`src/rtl/adc_sample_buffer.sv`:
```
// adc_sample_buffer: circular FIFO capturing vco_adc samples, with a host
// request/valid read port, fill level, sticky overflow and saturating drop count.
module adc_sample_buffer #(
    parameter int DATA_WIDTH = 32,
    parameter int DEPTH_LOG2 = 4,
    parameter int DROP_WIDTH = 16
) (
    input  logic                  clk,
    input  logic                  rst,
    input  logic                  enable_in,
    input  logic                  clear_in,
    input  logic [DATA_WIDTH-1:0] data_in,
    input  logic                  data_valid_in,
    input  logic                  rd_en_in,
    output logic [DATA_WIDTH-1:0] rd_data_out,
    output logic                  rd_valid_out,
    output logic [DEPTH_LOG2:0]   count_out,
    output logic                  empty_out,
    output logic                  full_out,
    output logic                  overflow_out,
    output logic [DROP_WIDTH-1:0] drop_count_out
);

    localparam int                  DEPTH     = 1 << DEPTH_LOG2;
    localparam logic [DEPTH_LOG2:0] DEPTH_CNT = {1'b1, {DEPTH_LOG2{1'b0}}};
    localparam logic [DEPTH_LOG2:0] CNT_ONE   = {{DEPTH_LOG2{1'b0}}, 1'b1};
    localparam logic [DEPTH_LOG2-1:0] PTR_ONE = {{(DEPTH_LOG2-1){1'b0}}, 1'b1};
    localparam logic [DROP_WIDTH-1:0] DROP_ONE = {{(DROP_WIDTH-1){1'b0}}, 1'b1};

    logic [DATA_WIDTH-1:0] mem [DEPTH];

    logic [DEPTH_LOG2-1:0] wptr_q, wptr_d;
    logic [DEPTH_LOG2-1:0] rptr_q, rptr_d;
    logic [DEPTH_LOG2:0]   count_q, count_d;
    logic [DATA_WIDTH-1:0] rd_data_q, rd_data_d;
    logic                  rd_valid_q, rd_valid_d;
    logic                  overflow_q, overflow_d;
    logic [DROP_WIDTH-1:0] drop_cnt_q, drop_cnt_d;

    logic empty, full;
    logic strobe, rd_acc, wr_acc, drop;

    assign empty = (count_q == '0);
    assign full  = (count_q == DEPTH_CNT);

    // Handshake decode; clear suppresses every action in its cycle.
    always_comb begin
        strobe = data_valid_in & enable_in & ~clear_in;
        rd_acc = rd_en_in & ~empty & ~clear_in;
        wr_acc = strobe & (~full | rd_acc);
        drop   = strobe & full & ~rd_acc;
    end

    // Next-state for pointers, level, read port and drop status.
    always_comb begin
        wptr_d     = wptr_q;
        rptr_d     = rptr_q;
        count_d    = count_q;
        rd_data_d  = rd_data_q;
        rd_valid_d = 1'b0;
        overflow_d = overflow_q;
        drop_cnt_d = drop_cnt_q;
        if (clear_in) begin
            wptr_d     = '0;
            rptr_d     = '0;
            count_d    = '0;
            overflow_d = 1'b0;
            drop_cnt_d = '0;
        end else begin
            if (wr_acc) wptr_d = wptr_q + PTR_ONE;
            if (rd_acc) begin
                rptr_d     = rptr_q + PTR_ONE;
                rd_data_d  = mem[rptr_q];
                rd_valid_d = 1'b1;
            end
            if (wr_acc && !rd_acc) count_d = count_q + CNT_ONE;
            else if (rd_acc && !wr_acc) count_d = count_q - CNT_ONE;
            if (drop) begin
                overflow_d = 1'b1;
                if (drop_cnt_q != '1) drop_cnt_d = drop_cnt_q + DROP_ONE;
            end
        end
    end

    // State registers; reset overrides clear and any in-flight read.
    always_ff @(posedge clk) begin
        if (rst) begin
            wptr_q     <= '0;
            rptr_q     <= '0;
            count_q    <= '0;
            rd_data_q  <= '0;
            rd_valid_q <= 1'b0;
            overflow_q <= 1'b0;
            drop_cnt_q <= '0;
        end else begin
            wptr_q     <= wptr_d;
            rptr_q     <= rptr_d;
            count_q    <= count_d;
            rd_data_q  <= rd_data_d;
            rd_valid_q <= rd_valid_d;
            overflow_q <= overflow_d;
            drop_cnt_q <= drop_cnt_d;
        end
    end

    // Sample storage; contents are don't-care after reset so no reset here.
    always_ff @(posedge clk) begin
        if (!rst && wr_acc) mem[wptr_q] <= data_in;
    end

    assign rd_data_out    = rd_data_q;
    assign rd_valid_out   = rd_valid_q;
    assign count_out      = count_q;
    assign empty_out      = empty;
    assign full_out       = full;
    assign overflow_out   = overflow_q;
    assign drop_count_out = drop_cnt_q;

endmodule

```
`config.mk`:
```
export PLATFORM = sky130hd
export DESIGN_NAME = adc_sample_buffer
export DESIGN_NICKNAME = d
export VERILOG_FILES = /design/src/rtl/adc_sample_buffer.sv
export SDC_FILE = /design/constraint.sdc
export NUM_CORES = 1
export LEC_CHECK = 0
export CELL_PAD_IN_SITES_DETAIL_PLACEMENT = 0
export CELL_PAD_IN_SITES_GLOBAL_PLACEMENT = 1
export CORE_UTILIZATION = 35
export DETAILED_ROUTE_END_ITERATION = 8
export HOLD_SLACK_MARGIN = 0.03
export PLACE_DENSITY_LB_ADDON = 0.12
export SLEW_MARGIN = 20
export SYNTH_ARGS = -nofsm -noshare
export SYNTH_HDL_FRONTEND = slang
export SYNTH_SLANG_ARGS = --single-unit
```
`constraint.sdc`:
```
create_clock -name clk -period 4.45 [get_ports clk]
set_input_delay 0.89 -clock clk [delete_from_list [all_inputs] [get_ports clk]]
set_output_delay 0.89 -clock clk [all_outputs]
set_load 0.01 [all_outputs]
```
==> impl_metrics.yaml, run 1 <==
worst_setup_path:
  cp_data_required_time_ps: 4970
  cp.arrival_ps: 3800
  worstSetupStartpointType: "primary input"
  worstSetupPathType: "in2reg"
  cp_max_fo: 9
  critPathCaptureType: "register"
timing:
  hold_viol: 0
  drv_slew: 0
  min_period_ps: 3280
  max_freq_mhz: 305
  grt_setup_unrepaired: "false"
  max_slew_margin_pct: 37.5
  tightest_slew_ps: 937
  setup_viol: 0
  period_share_pct: 73.7
  tns_ps: 0
  skew_ps: 20.0
logic_synthesis:
  ys_async_sr_fraction_pct: 0
  synthCells: 1064
  ys_warn_count: 0
  netlist_area_mm2: 0.0220
  ys_seq_area_share_pct: 75.7
  synth_nets: 1113
  synth_top_area_share_pct: 70.0
  synth-compound-area-share_pct: 2.50
  yosysTopAreaCell: "edfxtp_1"
  synth_top_family_by_area: "multiplexers"
  synthXorXnorAreaFrac_pct: 0.797
  yosys-top-cells-area: "edfxtp_1 (70%), mux4_2 (13%), dfxtp_1 (5.7%)"
  synthAdderAreaFrac_pct: 0.661
  synth.avg_cell_area_um2: 20.6
  yosys.area_share.simple_pct: 2.83
  ys_ff_latch: 575
  synth_top_flop_cell: "edfxtp_1"
  synth_edf_count: 512
  muxShareOfSynthArea_pct: 16.4
  synth_cell_types: 46
power:
  ir_drop_v: 0.000238
  p_int_mw: 9.11
  p_switching_mw: 2.31
  power_leakage_nw: 8.00
  pwr-share-clk_pct: 45.8
  p_sw_share_pct: 20.3
  power_density_mw_per_mm2: 434
  total_power_mw: 11.4
  seqPwrFrac_pct: 51.7
  comb_power_share_pct: 2.5
die:
  rows: 91
  start_util_pct: 35.5
  die_x_um: 253
  ios: 95
  dieArea_mm2: 0.0638
  die_h_um: 253
  coreArea_mm2: 0.0618
clocking:
  hold_buffers: 0
  cts_tree: "yes"
  insertion_delay_ps: 600
  cts_root_buffer: "clkbuf_16"
  clkTransAtPathRegs_ps: 60
  cts_resized: 0
  cts_sinks: 575
  post_cts_buffers: 0
  numCtsBuffers: 66
  clockBufferDepth: 3
  htree_levels: 3
worst_hold_path:
  min_path_type: "reg2reg"
detailed_routing:
  routedWlPerCell_um: 23.5
  drt-initial-drc-count: 516
  wirelength_mm: 49.4
  dr.pass1.iters: 4
  viasPerCell: 5.02
  ant_nets: 0
  drc: 0
  vias: 10500
layout:
  area_delta_synth_final_pct: 19.8
  drive_gt1_share_pct: 24.9
  fillers: 5446
  fin_nets: 1258
  n_antenna_cell: 0
  layout_common_cells: "edfxtp_1 (512), mux4_2 (128), clkdlybuf4s50_1 (94)"
  layout_commonest_cell: "edfxtp_1"
grt:
  antenna_found_initial: 1
  grt_pass1_vias: 11600
  grt_overflow_total: 0
  grt_usage_pct: 16.2
  grt_pass1_wl_mm: 75.4
  grt_max_degree: 68
outcome:
  status: "complete, no violations"
placement:
  place_congestion: 0.726
  place_hpwl_mm: 27.8
  port-buffer-count: 94
job:
  maxCapViolCount: 0
==> cells by family after synthesis <==
logic type / after synthesis
adders and majority gates: 11
and+or+nand+nor: 135
DFF: 575
buffers and inverters: 64
xor gates and xnor gates: 20
muxes: 195
AOI/OAI and AO/OA: 64
==> flip-flops by register name, indices dropped and copies added (netlist names) <==
signal and cells:
count_out 5, drop_count_out 16, mem 512, overflow_out 1, rd_data_out 32, rd_valid_out 1, rptr_q 4, wptr_q 4
==> power by group through the flow <==
| stage | combinational [mW] | clock, mW | sequential [mW] |
|---|---|---|---|
| final | 0.285 | 5.23 | 5.91 |
| after global routing | 0.313 | 5.58 | 5.91 |
| after CTS | 0.292 | 5.39 | 5.91 |
| after detailed placement | 0.291 | 0 | 6.03 |
| after global placement | 0.286 | 0 | 6.03 |
| after floorplan | 0.124 | 0 | 6.02 |
==> synthesized netlist by cell type, types with 2 or more instances <==
cell       instances
a21o_1             2
a31oi_1            2
inv_1             10
o21ai_0            4
or3_1              6
ha_1              10
nand3b_1           2
buf_2              5
nand3_1            6
clkbuf_1          27
and4_1             4
o2111ai_1          3
nand4_1            6
nor3_1             2
nand2_1           13
nor2_1            85
mux2i_1           35
a21oi_1            9
mux2_2            32
a221o_1           32
edfxtp_1         512
nor4_2             2
and2_1             3
xor2_1            11
o211ai_1           2
mux4_2           128
xnor2_1            9
buf_1             22
dfxtp_1           63
==> worst paths after layout <==
kind	start	to	slack, ps	cells after the start
hold reg to reg	overflow_out	overflow_out	480	2
hold / removal	overflow_out	overflow_out	480	2
setup / recovery	clear_in	count_out[4]	1170	11
setup reg to reg	count_out[0]	count_out[4]	1280	11
==> worst max-delay path, stage by stage <==
cell and delay, ps:
clkdlybuf4s50_1 470, nand3b_1 280, o21ba_1 520, ha_1 250, inv_1 100, fa_1 400
a21o_1 170, a21oi_1 180, xnor2_1 90, or3_1 300, a21oi_1 140
==> final cells by class <==
| cell class | instances | area, µm² | share of cell area, % |
|---|---|---|---|
| flip-flops and latches | 575 | 16600 | 63.2 |
| multi-input cells | 425 | 5210 | 19.8 |
| clock buffers | 96 | 1830 | 6.94 |
| repair buffers | 131 | 1290 | 4.91 |
| well taps | 837 | 1050 | 3.98 |
| clock inverters | 25 | 259 | 0.984 |
| inverters | 10 | 37.5 | 0.143 |
==> routing by layer <==
layer  wire, µm  track usage [%]  up-vias  part of all wire [%]
met3       1780             3.19       76                   3.6
met1      21900             21.3     5596                    44
met4       1080             4.81        2                   2.2
met5         13                0        -                 0.026
li1           -                -     4683                     -
met2      24600             26.9      175                    50
==> metrics by stage <==
| stage | util (%) | std cells | hold WS (ps) | setup WS (ps) | area (µm²) |
|---|---|---|---|---|---|
| after floorplan | - | 1064 | 491 | 861 | 22000 |
| after global placement | 39.2 | 1978 | 460 | 537 | 24200 |
| after detailed placement | 39.2 | 1978 | 466 | 579 | 24200 |
| after CTS | 42.6 | 2099 | 478 | 1130 | 26300 |
| after global routing | 42.6 | 2099 | 518 | 919 | 26300 |
| final | 42.6 | 2099 | 480 | 1170 | 26300 |
(Power assumes the default switching activity.)
==> run 2, diff against run 1 <==
==> constraint.sdc (replaced) <==
create_clock -name clk -period 3 [get_ports clk]
set_input_delay 0.6 -clock clk [delete_from_list [all_inputs] [get_ports clk]]
set_output_delay 0.6 -clock clk [all_outputs]
set_load 0.01 [all_outputs]
==> run 2 against run 1 <==
Effect of this change:
- sequential power grew 48%
- non-clock buffer count is 33 higher
- clock power is 56% higher
- clock skew is essentially flat
- first-iteration DRC count increased by 8.5%
- global-route usage up 0.25 points
==> impl_metrics.yaml, run 2 (synthesis gave the netlist of run 1 again) <==
clocking:
  hold_buffers: 0
  insertion_delay_ps: 620
  cts_sinks: 575
  cts_tree: "yes"
  clockBufferDepth: 3
  post_cts_buffers: 0
  htree_levels: 2
  cts_resized: 1
  cts_root_buffer: "clkbuf_16"
  clkTransAtPathRegs_ps: 60
  numCtsBuffers: 60
power:
  power_density_mw_per_mm2: 643
  power_leakage_nw: 8.33
  total_power_mw: 17.4
  ir_drop_v: 0.000425
timing:
  grt_setup_unrepaired: "false"
  hold_viol: 0
  drv_slew: 0
  tightest_slew_ps: 669
  period_share_pct: 96.2
  max_slew_margin_pct: 55.3
  holdWs_ps: 471
  tns_ps: 0
  max_freq_mhz: 347
  setup_viol: 0
  min_period_ps: 2890
  skew_ps: 20.0
layout:
  top_register: "mem"
  layout_commonest_cell: "edfxtp_1"
  fin_nets: 1285
  largest_reg_flops: 512
  layout_common_cells: "edfxtp_1 (512), mux4_2 (128), clkdlybuf4s50_1 (94)"
  drive_gt1_share_pct: 28.1
  area_delta_synth_final_pct: 23.0
  n_antenna_cell: 0
detailed_routing:
  drc: 0
  routedWlPerCell_um: 24.0
  ant_nets: 0
  viasPerCell: 5.04
  drt-initial-drc-count: 560
  vias: 10700
  wirelength_mm: 51.0
  dr.pass1.iters: 5
worst_setup_path:
  worstSetupStartpointType: "register"
  path_buf_inv: 2
  critPathCaptureType: "output port"
  worstSetupPathType: "reg2out"
  cp_data_required_time_ps: 2400
  cp.arrival_ps: 2290
  critical_path.top_delay_family: "buffers and inverters"
  cp_max_fo: 6
  path_cells: "or4_4, buf_4, nor2_1, clkdlybuf4s50_1"
  crit_path_top_delay_cell: "clkdlybuf4s50_1"
  max_stage_delay_ps: 540
placement:
  place_congestion: 0.734
  place_hpwl_mm: 28.7
  port-buffer-count: 94
die:
  die_x_um: 253
  rows: 91
  coreArea_mm2: 0.0618
  start_util_pct: 35.5
  dieArea_mm2: 0.0638
  ios: 95
  die_h_um: 253
grt:
  grt_usage_pct: 16.4
  antenna_found_initial: 2
  grt_overflow_total: 0
  grt_max_degree: 43
  grt_pass1_wl_mm: 76.2
  grt_pass1_vias: 11400
job:
  maxCapViolCount: 0
worst_hold_path:
  min_path_type: "reg2reg"
outcome:
  status: "complete, no violations"
==> run 2: worst reg2reg max path, stage by stage (launching register included) <==
cell and delay [ps]:
dfxtp_1 350, or4_4 530, o211a_1 240, inv_1 60, ha_1 160, inv_1 90
fa_1 390, a21o_1 170, a21oi_1 170, xnor2_1 90, or3_1 300, a21oi_1 140
==> run 2: cell type report <==
type | instances | area (µm²)
fillers | 5433 | 34800
flip-flops and latches | 575 | 16600
multi-input cells | 425 | 5220
repair buffers | 164 | 1840
clock buffers | 80 | 1720
well taps | 837 | 1050
clock inverters | 34 | 498
inverters | 10 | 37.5
==> run 2: path summary, 6_finish.rpt <==
check / start / to / slack [ps] / cells past startpoint
hold reg to reg: overflow_out / overflow_out / 470 / 2
setup reg to reg: count_out[2] / count_out[4] / 250 / 11
setup / recovery: count_out[2] / empty_out / 110 / 4
hold / removal: overflow_out / overflow_out / 470 / 2
==> run 2: where the power goes <==
| part | switching [mW] | internal [mW] |
|---|---|---|
| Combinational | 0.253 | 0.204 |
| Sequential | 0.0196 | 8.73 |
| Clock | 3.11 | 5.06 |
==> run 2: layer usage <==
layer	part of all wire [%]	wire length (µm)	track usage (%)
met4	1.9	988	4.52
met2	50	25400	27.7
met5	0.051	26	0
met1	45	23000	22.0
met3	3.2	1610	2.48
==> run 2: stage by stage <==
stage | utilization [%] | instances | worst slack, ps | instance area (µm²)
4_1_cts | 43.7 | 2125 | 52.6 | 27000
5_1_grt | 43.7 | 2125 | 32.9 | 27000
6_report | 43.7 | 2125 | 114 | 27000
3_3_place_gp | 40.1 | 2011 | -99.7 | 24800
3_5_place_dp | 40.1 | 2011 | -107 | 24800
2_1_floorplan | - | 1064 | -299 | 22000
==> run 3, diff against run 2 <==
--- a/config.mk
+++ b/config.mk
@@ -5,9 +5,10 @@
 export SDC_FILE = /design/constraint.sdc
 export NUM_CORES = 1
 export LEC_CHECK = 0
+export CAP_MARGIN = 5
 export CELL_PAD_IN_SITES_DETAIL_PLACEMENT = 0
 export CELL_PAD_IN_SITES_GLOBAL_PLACEMENT = 1
-export CORE_UTILIZATION = 35
+export CORE_UTILIZATION = 48
 export DETAILED_ROUTE_END_ITERATION = 8
 export HOLD_SLACK_MARGIN = 0.03
 export PLACE_DENSITY_LB_ADDON = 0.12
==> run 3 against run 2 <==
Effect of this change:
- sequential power barely moved
- critical path type unchanged
- critical path depth unchanged
- count of clock-buffer cells in the layout decreased by 1
- hold slack better by 4.7 ps
- core utilization up 14 points
- global-route usage up 4.9 points
- via count up 0.52%
==> impl_metrics.yaml, run 3 (synthesis gave the netlist of run 1 again) <==
worst_setup_path:
  cp_data_required_time_ps: 2400
  cp_max_fo: 7
  endpoint: "empty_out"
  worstSetupPathType: "reg2out"
  r2r_end: "count_out[4]"
  r2r_cells: 11
  critPathLaunch: "count_out[0]"
  worstSetupStartpointType: "register"
  timing.rr.start: "count_out[0]"
  critical_path.top_delay_family: "buffers and inverters"
  reg2reg_slack_ps: 290
  path_buf_inv: 2
  crit_path_top_delay_cell: "or4_4"
  path_cells: "or4_4, buf_4, nor2_1, clkdlybuf4s50_1"
  crit_cells: 4
  max_stage_delay_ps: 550
  critPathCaptureType: "output port"
  cp.arrival_ps: 2270
power:
  power_leakage_nw: 8.12
  p_int_mw: 13.0
  pwr-share-clk_pct: 43.3
  comb_power_share_pct: 2.8
  seqPwrFrac_pct: 53.9
  p_switching_mw: 3.21
  power_density_mw_per_mm2: 617
  ir_drop_v: 0.000547
  p_sw_share_pct: 19.8
timing:
  period_share_pct: 95.6
  max_freq_mhz: 349
  grt_setup_unrepaired: "false"
  drv_slew: 0
  min_period_ps: 2870
  skew_ps: 8.64
  hold_viol: 0
  max_slew_margin_pct: 59.2
  tightest_slew_ps: 610
  setup_viol: 0
layout:
  top_register: "mem"
  drive_gt1_share_pct: 26.7
  design_area_mm2: 0.0263
  layout_common_cells: "edfxtp_1 (512), mux4_2 (128), clkdlybuf4s50_1 (94)"
  fin_nets: 1280
  stdcell_count: 1880
  final_util_pct: 58.1
  layout_commonest_cell: "edfxtp_1"
  largest_reg_flops: 512
  n_antenna_cell: 0
  area_delta_synth_final_pct: 19.8
job:
  maxCapViolCount: 0
die:
  ios: 95
  dieArea_mm2: 0.0466
  die_x_um: 216
  rows: 78
  die_h_um: 216
  start_util_pct: 48.5
  coreArea_mm2: 0.0453
grt:
  grt_pass1_vias: 11200
  grt_usage_pct: 21.3
  grt_max_degree: 59
  met2_usage_pct: 33.8
  grt_use_met1_pct: 30.9
  grt_overflow_total: 0
  busiest_layer: "met2"
  met3_usage_pct: 3.11
  antenna_found_initial: 0
  grt_pass1_wl_mm: 72.6
clocking:
  cts_tree: "yes"
  clockBufferDepth: 3
  hold_buffers: 0
  numCtsBuffers: 58
  post_cts_buffers: 0
  cts_root_buffer: "clkbuf_16"
  insertion_delay_ps: 600
  htree_levels: 2
  clkTransAtPathRegs_ps: 60
  cts_sinks: 575
detailed_routing:
  wirelength_mm: 47.9
  ant_nets: 0
  dr.pass1.iters: 5
  drc: 0
  vias: 10800
  drt-initial-drc-count: 763
  viasPerCell: 5.73
  routedWlPerCell_um: 25.5
worst_hold_path:
  holdPathStages: 2
  min_path_type: "reg2reg"
outcome:
  status: "complete, no violations"
placement:
  placed_area_mm2: 0.0245
  place_hpwl_mm: 26.9
  place_inst: 1771
  place_congestion: 0.772
  port-buffer-count: 94
## run 3: cell types whose count changed in the layout (fill, tap and decap cells not counted), moves of 3 or more
cell       previous run  this run
clkinv_2             11        14
clkbuf_8             10         2
bufinv_16            12         5
clkinv_1              4         7
clkbuf_1              8        18
clkbuf_16            62        59
## run 3: final cells by class
class                      instances  area [µm²]
inverter                          10        37.5
multi-input combinational        425        5220
clock inverter                    30         279
fill                            3427       19000
sequential                       575       16600
clock buffer                      79        1570
tap                              600         751
timing repair buffer             161        1810
## run 3: what timing repair did
| action | 4_1_cts | 5_1_grt |
|---|---|---|
| gates resized for setup | 0 | 2 |
| endpoints found under the setup margin | 0 | 3 |
| hold endpoints to repair | 0 | 0 |
## run 3: stage by stage
step	setup WS, ps	hold WS [ps]	setup TNS [ps]	total power [mW]
floorplan	-299	491	-100520	9.11
global placement	-96.0	455	-96.0	9.37
detailed placement	-128	464	-128	9.38
CTS	25.8	478	0	16.4
global route	24.3	506	0	16.7
finish	133	476	0	16.2
## run 3: per-layer routing
metal / part of all wire (%) / wire length (µm) / vias to the layer above
li1: - / - / 4734
met1: 46 / 21900 / 5728
met2: 48 / 23000 / 232
met3: 4.2 / 2030 / 73
met4: 2.1 / 986 / 0
met5: 0 / 0 / -
## run 3: how the worst min path moves through the flow
stage	endpoint	slack, ps	start
after floorplan	rptr_q[3]	490	rptr_q[3]
after global placement	overflow_out	450	overflow_out
after detailed placement	overflow_out	460	overflow_out
after CTS	overflow_out	480	overflow_out
after global routing	rd_data_out[7]	510	rd_data_out[7]
final	overflow_out	480	overflow_out
## run 3: worst reg2reg max path, stage by stage, from the launching register on
cell and delay (ps):
dfxtp_1 310, or4_4 550, o211a_1 230, inv_1 60, ha_1 150, inv_1 90, fa_1 400, a21o_1 180
a21oi_2 140, xnor2_1 80, or3_1 300, a21oi_1 140
## run 3: power by group through the flow
stage	clock (mW)	sequential, mW	combinational, mW
5_1_grt	7.46	8.75	0.495
4_1_cts	7.19	8.75	0.460
6_report	7.03	8.75	0.454
3_3_place_gp	0	8.92	0.451
3_5_place_dp	0	8.92	0.458
2_1_floorplan	0	8.93	0.184
